**src/rtl/uart_tx_engine_pkg.sv**
```systemverilog
// Shared definitions for the UART transmit path: widths, frame length, FSM states
// and standard bit-time divisors.
package uart_tx_engine_pkg;

    localparam int unsigned BAUD_W     = 19;
    localparam int unsigned FRAME_BITS = 11;
    localparam int unsigned BIT_CNT_W  = $clog2(FRAME_BITS + 1);

    // Divisors for a 100 MHz clock: k = 100e6 / baud - 1 (one bit lasts k+1 clocks).
    localparam logic [BAUD_W-1:0] K_9600   = 19'd10415;
    localparam logic [BAUD_W-1:0] K_19200  = 19'd5207;
    localparam logic [BAUD_W-1:0] K_38400  = 19'd2603;
    localparam logic [BAUD_W-1:0] K_57600  = 19'd1735;
    localparam logic [BAUD_W-1:0] K_115200 = 19'd867;

    typedef enum logic [1:0] {
        StIdle,
        StLoad,
        StShift
    } tx_state_e;

endpackage

```
**src/rtl/uart_tx_engine_decode.sv**
```systemverilog
// Parity/stop-bit decoder: produces the two upper frame bits {bit10, bit9}
// from the data byte and the eight/pen/ohel configuration.
module uart_tx_engine_decode (
    input  logic       eight_i,
    input  logic       pen_i,
    input  logic       ohel_i,
    input  logic [7:0] data_i,
    output logic [1:0] dout_o
);

    always_comb begin
        dout_o = 2'b11;
        unique case ({eight_i, pen_i})
            2'b00: dout_o = 2'b11;
            2'b01: dout_o = {1'b1, ohel_i ? ~^data_i[6:0] : ^data_i[6:0]};
            2'b10: dout_o = {1'b1, data_i[7]};
            2'b11: dout_o = {ohel_i ? ~^data_i : ^data_i, data_i[7]};
        endcase
    end

endmodule

```
**src/rtl/uart_tx_engine.sv**
```systemverilog
// UART transmit engine: latches a byte on load, builds an 11-bit frame and shifts
// it out LSB-first at one bit per k+1 clocks, reporting txrdy when free.
module uart_tx_engine
    import uart_tx_engine_pkg::*;
(
    input  logic              clk,
    input  logic              reset_n,
    input  logic              load_i,
    input  logic [7:0]        out_port_i,
    input  logic              eight_i,
    input  logic              pen_i,
    input  logic              ohel_i,
    input  logic [BAUD_W-1:0] k_i,
    output logic              tx_o,
    output logic              txrdy_o
);

    tx_state_e             state_q;
    logic [7:0]            ldata_q;
    logic [FRAME_BITS-1:0] shift_q;
    logic [BAUD_W-1:0]     bt_cnt_q;
    logic [BIT_CNT_W-1:0]  bit_cnt_q;
    logic                  txrdy_q;
    logic [1:0]            dec;
    logic                  btu;
    logic                  last_bit;

    uart_tx_engine_decode u_decode (
        .eight_i (eight_i),
        .pen_i   (pen_i),
        .ohel_i  (ohel_i),
        .data_i  (ldata_q),
        .dout_o  (dec)
    );

    // Equality compare lets a k lowered mid-frame wrap the counter instead of stalling.
    assign btu      = (state_q == StShift) && (bt_cnt_q == k_i);
    assign last_bit = (bit_cnt_q == BIT_CNT_W'(FRAME_BITS - 1));

    always_ff @(posedge clk or negedge reset_n) begin
        if (!reset_n) begin
            state_q   <= StIdle;
            ldata_q   <= 8'h00;
            shift_q   <= '1;
            bt_cnt_q  <= '0;
            bit_cnt_q <= '0;
            txrdy_q   <= 1'b1;
        end else begin
            unique case (state_q)
                StIdle: begin
                    if (load_i) begin
                        ldata_q <= out_port_i;
                        txrdy_q <= 1'b0;
                        state_q <= StLoad;
                    end
                end
                StLoad: begin
                    // Idle bit first, then start bit, data[6:0] and the decoded upper bits.
                    shift_q   <= {dec, ldata_q[6:0], 1'b0, 1'b1};
                    bt_cnt_q  <= '0;
                    bit_cnt_q <= '0;
                    state_q   <= StShift;
                end
                StShift: begin
                    if (btu) begin
                        bt_cnt_q  <= '0;
                        shift_q   <= {1'b1, shift_q[FRAME_BITS-1:1]};
                        bit_cnt_q <= bit_cnt_q + BIT_CNT_W'(1);
                        if (last_bit) begin
                            bit_cnt_q <= '0;
                            txrdy_q   <= 1'b1;
                            state_q   <= StIdle;
                        end
                    end else begin
                        bt_cnt_q <= bt_cnt_q + BAUD_W'(1);
                    end
                end
                default: begin
                    shift_q <= '1;
                    txrdy_q <= 1'b1;
                    state_q <= StIdle;
                end
            endcase
        end
    end

    assign tx_o    = shift_q[0];
    assign txrdy_o = txrdy_q;

endmodule
```
**config.mk**
```make
export PLATFORM = sky130hd
export DESIGN_NAME = uart_tx_engine
export DESIGN_NICKNAME = d
export VERILOG_FILES = /design/src/rtl/uart_tx_engine_pkg.sv /design/src/rtl/uart_tx_engine_decode.sv /design/src/rtl/uart_tx_engine.sv
export SDC_FILE = /design/constraint.sdc
export NUM_CORES = 1
export LEC_CHECK = 0
export BUFFER_PORTS_ARGS = -buffer_cell sky130_fd_sc_hd__clkbuf_2
export CAP_MARGIN = 20
export CORE_MARGIN = 2
export CORE_UTILIZATION = 49
export CTS_CLUSTER_DIAMETER = 40
export DETAILED_ROUTE_END_ITERATION = 10
export GPL_TIMING_DRIVEN = 0
export PLACE_DENSITY = 0.69
export SLEW_MARGIN = 10
export SYNTH_ARGS = -nofsm -noshare
export SYNTH_HDL_FRONTEND = slang
export SYNTH_SLANG_ARGS = --single-unit
```
**constraint.sdc**
```tcl
create_clock -name clk -period 4.9 [get_ports clk]
set_input_delay 0.735 -clock clk [delete_from_list [all_inputs] [get_ports clk]]
set_output_delay 0.735 -clock clk [all_outputs]
set_load 0.03 [all_outputs]
```
Word level (Yosys, flattened, before mapping)
Index checks and enable logic that the tools add are counted.
W data, S select, Z words.
- reduce and logical (&&, ||, !) cells: 13
- equal/unequal tests: 10
- add/sub/neg operators: 2
- mux-type cells: 18
- bitwise operators: 2
- operators with widths (cell ; number):
    $pmux W19 S2 ; 1
    $pmux W11 S3 ; 1
    $add A19 B1 Y19 const B ; 1
    $eq A19 B19 Y1 ; 1
    $mux W19 ; 1
    $mux W11 ; 1
    $mux W4 ; 2
    $pmux W2 S4 ; 1
    $pmux W4 S2 ; 1
    $reduce_xnor A8 Y1 ; 1
    $reduce_xor A8 Y1 ; 1
    $reduce_xnor A7 Y1 ; 1
    $reduce_xor A7 Y1 ; 1
    $eq A2 B2 Y1 const B ; 3
    $mux W2 ; 3
    $ne A2 B2 Y1 const B ; 3
    $pmux W2 S3 ; 1
    $reduce_and A2 Y1 ; 3
    $mux W1 ; 5
    $add A4 B1 Y4 const B ; 1
    $eq A2 B1 Y1 const B ; 2
    $eq A4 B4 Y1 const B ; 1
    $logic_not A2 Y1 ; 2
    $reduce_and A4 Y1 ; 1
    5 further kinds ; 6
- word-level logic and storage cells: 51
- input port bits: 33
- output and inout bits: 2
- flip-flop bits (word level): 45

Logic depth before layout (Yosys ltp)
- depth after elaboration: 4
- mapped depth: 9
- mapped depth without buffers: 8

Modules after synthesis
A second synthesis with hierarchy kept.
- cell total of the unflattened synthesis: 263
- area total of the unflattened synthesis: 2771.4 um^2
- by module, submodules not included (module ; instances ; area each (um^2) ; sequential area each (um^2) ; cells an instance):
    uart_tx_engine ; 1 ; 2672.6 ; 1141.1 ; 249
    uart_tx_engine_decode ; 1 ; 98.8 ; 0.0 ; 14

Least setup slack after synthesis
Ideal clock, no wire load.
- path type: input to register
- from: in k_i[9]
- to: reg state_q[0]
- setup slack: 2.861 ns
- arrival: 1.914 ns
- data required time: 4.775 ns
- cell stages on the path: 6
- setup time: 0.125 ns
- buffers on the path: 0
- cells stage by stage: xnor2_1 > nand4_1 > nor2_1 > nand3_2 > a22o_1 > mux2_4
- longest elaborated chain between the ends: 4
- ends and longest elaborated chain (element ; line ; RTL):
    start, declared ; uart_tx_engine.sv:13 ; input logic [BAUD_W-1:0] k_i,
    $eq A19 B19 Y1 ; uart_tx_engine.sv:37 ; assign btu = (state_q == StShift) && (bt_cnt_q == k_i);
    $logic_and A1 B1 Y1 ; uart_tx_engine.sv:37 ;
    $ne A2 B2 Y1 (no source line) ; - ;
    $reduce_and A3 Y1 (no source line) ; - ;
    end signal, assigned ; uart_tx_engine.sv:42 ; state_q <= StIdle;
    end signal, assigned ; uart_tx_engine.sv:54 ; state_q <= StLoad;
    end signal, assigned ; uart_tx_engine.sv:62 ; state_q <= StShift;
    end, declared ; uart_tx_engine.sv:18 ; tx_state_e state_q;
No other way between the ends.
A chain may end at the register's enable or synchronous reset.

Worst setup path in the final report
- from: reg state_q[0]
- to: reg bt_cnt_q[12]
- longest elaborated chain between the ends: 4
- elaborated cells on any way between the ends: 6
- those cells by class: eq/ne: 2; mux: 2; reduce/logical: 2
- ends and longest elaborated chain (element ; line ; RTL):
    $eq A2 B2 Y1 ; uart_tx_engine.sv:37, uart_tx_engine.sv:49 ;
    $logic_and A1 B1 Y1 ; uart_tx_engine.sv:37 ;
    $mux W19 ; uart_tx_engine.sv:65 ; if (btu) begin
    $pmux W19 S2 ; uart_tx_engine.sv:49 ; unique case (state_q)
    end signal, assigned ; uart_tx_engine.sv:75 ; bt_cnt_q <= bt_cnt_q + BAUD_W'(1);
    end, declared ; uart_tx_engine.sv:21 ; logic [BAUD_W-1:0] bt_cnt_q;
Several ways; a longest one is shown, not always the timed one.

==> flow_metrics.tcl <==
set metrics [dict create \
    start_util_pct 51.3 \
    fin_nets 350 \
    antenna_cells 0 \
    p_per_area_nw_per_um2 541 \
    antenna_found_initial 0 \
    wirelength_um 5190 \
    core_region_area_um2 5170 \
    die_y_um 77.6 \
    seqCellArea_um2 1140 \
    fillCellCount 458 \
    ys_seq_area_share_pct 43.0 \
    yosys_warnings 0 \
    drc 0 \
    synth_xor_area_share_pct 13.2 \
    first_global_vias 1955 \
    synth_adder_area_share_pct 3.30 \
    gp_congestion 0.792 \
    start_kind "flip-flop" \
    synth-edff-count 0 \
    cts_made_buffers 5 \
    finalSetupViolCount 0 \
    required_ns 5.09 \
    drive_gt1_share_pct 25.4 \
    critical_path_class "flip-flop to flip-flop" \
    grt-ovfl-total 0 \
    die_w_um 77.6 \
    clkLatencyLatePin_ns 0.31 \
    synth-compound-area-share_pct 13.4 \
    drv_cap 0 \
    yosysUniqueCellTypes 46 \
    hp-class "primary input to asynchronous set/reset pin" \
    synth_top_family_by_area "simple AND/OR/NAND/NOR gates" \
    synth-seq-cells 45 \
    via_per_inst 5.41 \
    mostFrequentLayoutCells "clkbuf_2, dfrtp_1, xnor2_1" \
    cts_resized 0 \
    clkTransAtPathRegs_ns 0.09 \
    synthMuxAreaShare_pct 6.03 \
    worstMarginPinSlew_ns 0.584 \
    report.final.slew_viol_count 0 \
    grtUsageTotal_pct 18.9 \
    dp_hpwl_um 3960 \
    endpoint_kind "flip-flop" \
    syn_area_um2 2650 \
    dieArea_um2 6020 \
    tritoncts "built" \
    rows 26 \
    critPathArrivalTime_ns 2.39 \
    setup_tns_ns 0 \
    cts.sink_count 45 \
    status "completed" \
    irDropWorstVdd_mv 0.378 \
    syn_area_per_cell_um2 9.90 \
    finish.utilization_pct 59.3 \
    multi_input_comb_area_um2 1390 \
    yosys.area_share.simple_pct 16.6 \
    fin_crit_ns 2.20 \
    wl_met3_um 174 \
    synth-async-reset-ratio_pct 100 \
    grt_pass1_wl_um 9050 \
    fin_crit_sh_pct 44.9 \
    hold_buffers 0 \
    max_slew_margin_pct 60.7 \
    cts_setup_buffers 0 \
    wl_per_cell_um 13.6 \
    p_leak_nw 1.32 \
    synthCells 268 \
    rrSetupSlack_ns 2.70 \
    firstDrtPassIters 4 \
    drt_iter0_drc 75 \
    cts-root-buf "clkbuf_8" \
    route.met2.wl_um 2380 \
    fmax_ghz 0.455 \
    finClkSkew_ns 0.00960 \
    wl_met1_um 2550 \
    hold_violations 0 \
    rsz0062_at_grt "no" \
    highest_layer "met4" \
    grt_max_degree 28 \
    cts.htree.levels 2 \
    ioPinCount 35 \
    vias 2061 \
    path_max_fanout 7 \
    yosys_most_used_dff "dfrtp_1" \
    drtAntennaViolNets 0 \
    mostFrequentLayoutCell "clkbuf_2" \
    syn_nets 308 \
    io_buffers 34 \
    synthToLayoutAreaGrowth_pct 15.5 \
    cts_buffer_depth 2 \
]
-- cell usage after synthesis (all sizes together) (3+ instances only) --
cell | instances | share of area (%)
dfrtp | 33 | 31
xnor2 | 30 | 10
nor2 | 26 | 3.8
nand2 | 20 | 2.8
nand3 | 16 | 3.4
a21oi | 13 | 2.9
dfstp | 12 | 12
inv | 11 | 1.6
mux2 | 10 | 4.5
o21ai | 10 | 1.9
xor2 | 9 | 3.0
a21o | 8 | 2.3
a22oi | 7 | 2.0
clkbuf | 7 | 0.99
ha | 7 | 3.3
nand4 | 7 | 1.7
buf | 6 | 1.9
nor3 | 6 | 1.6
mux2i | 4 | 1.5
nand2b | 3 | 0.71
-- logic make-up after synthesis --
group | after synthesis
DFF | 45
and+or+nand+nor | 86
AOI/OAI and AO/OA | 53
muxes | 14
xor gates and xnor gates | 39
adders and majority gates | 7
buffers and inverters | 24
-- registers in the layout, summed over array words and instances, names as in the netlist --
register	count
ldata_q	8
bt_cnt_q	19
shift_q	11
bit_cnt_q	4
txrdy_o	1
state_q	2
-- critical path, stage by stage, from the launching register on --
cell and delay, ns:
dfrtp_1 0.38, inv_1 0.09, ha_1 0.27, clkbuf_1 0.24, nand2_1 0.19, nor4_1 0.54, nand3_1 0.17, xor2_1 0.16
nor2_1 0.05
-- worst paths after layout --
path,startpoint,endpoint,depth (start not counted)
setup / recovery,state_q[0]$_DFFE_PN0P_,bt_cnt_q[12]$_DFFE_PN0N_,8
hold / removal,reset_n,bt_cnt_q[1]$_DFFE_PN0N_,1
setup reg to reg,state_q[0]$_DFFE_PN0P_,bt_cnt_q[12]$_DFFE_PN0N_,8
hold reg to reg,shift_q[10]$_DFFE_PN1P_,shift_q[10]$_DFFE_PN1P_,2
max in group asynchronous,reset_n,shift_q[10]$_DFFE_PN1P_,2
min in group clk,shift_q[10]$_DFFE_PN1P_,shift_q[10]$_DFFE_PN1P_,2
-- layer usage --
metal | vias up | global-route usage (%)
li1 | 1008 | -
met1 | 1009 | 26.8
met2 | 36 | 28.9
met3 | 8 | 3.14
met4 | 0 | 7.32
met5 | - | 0
-- final cells by class --
cell class	instances	area share (%)
Buffer	13	2.53
Clock buffer	5	2.24
Clock inverter	3	2.12
Inverter	11	1.35
Multi-Input combinational cell	199	45.5
Sequential cell	45	37.2
Tap cell	70	2.86
Timing Repair Buffer	35	6.20
-- metrics by stage --
step	worst slack, ns	area, um2	power [mW]	std cells	hold slack (ns)
after floorplan	2.86	2650	1.16	268	0.439
after global placement	2.53	2910	1.31	372	0.449
after detailed placement	2.51	2930	1.33	373	0.450
after CTS	2.66	3070	1.67	381	0.392
after global routing	2.45	3070	1.78	381	0.405
final	2.70	3070	1.66	381	0.374
-- where the power goes --
part / switching [mW] / internal (mW) / total, mW
Sequential: 0.0738 / 0.512 / 0.585
Combinational: 0.413 / 0.324 / 0.737
Clock: 0.133 / 0.203 / 0.336
Power figures use the tool's default switching activity.
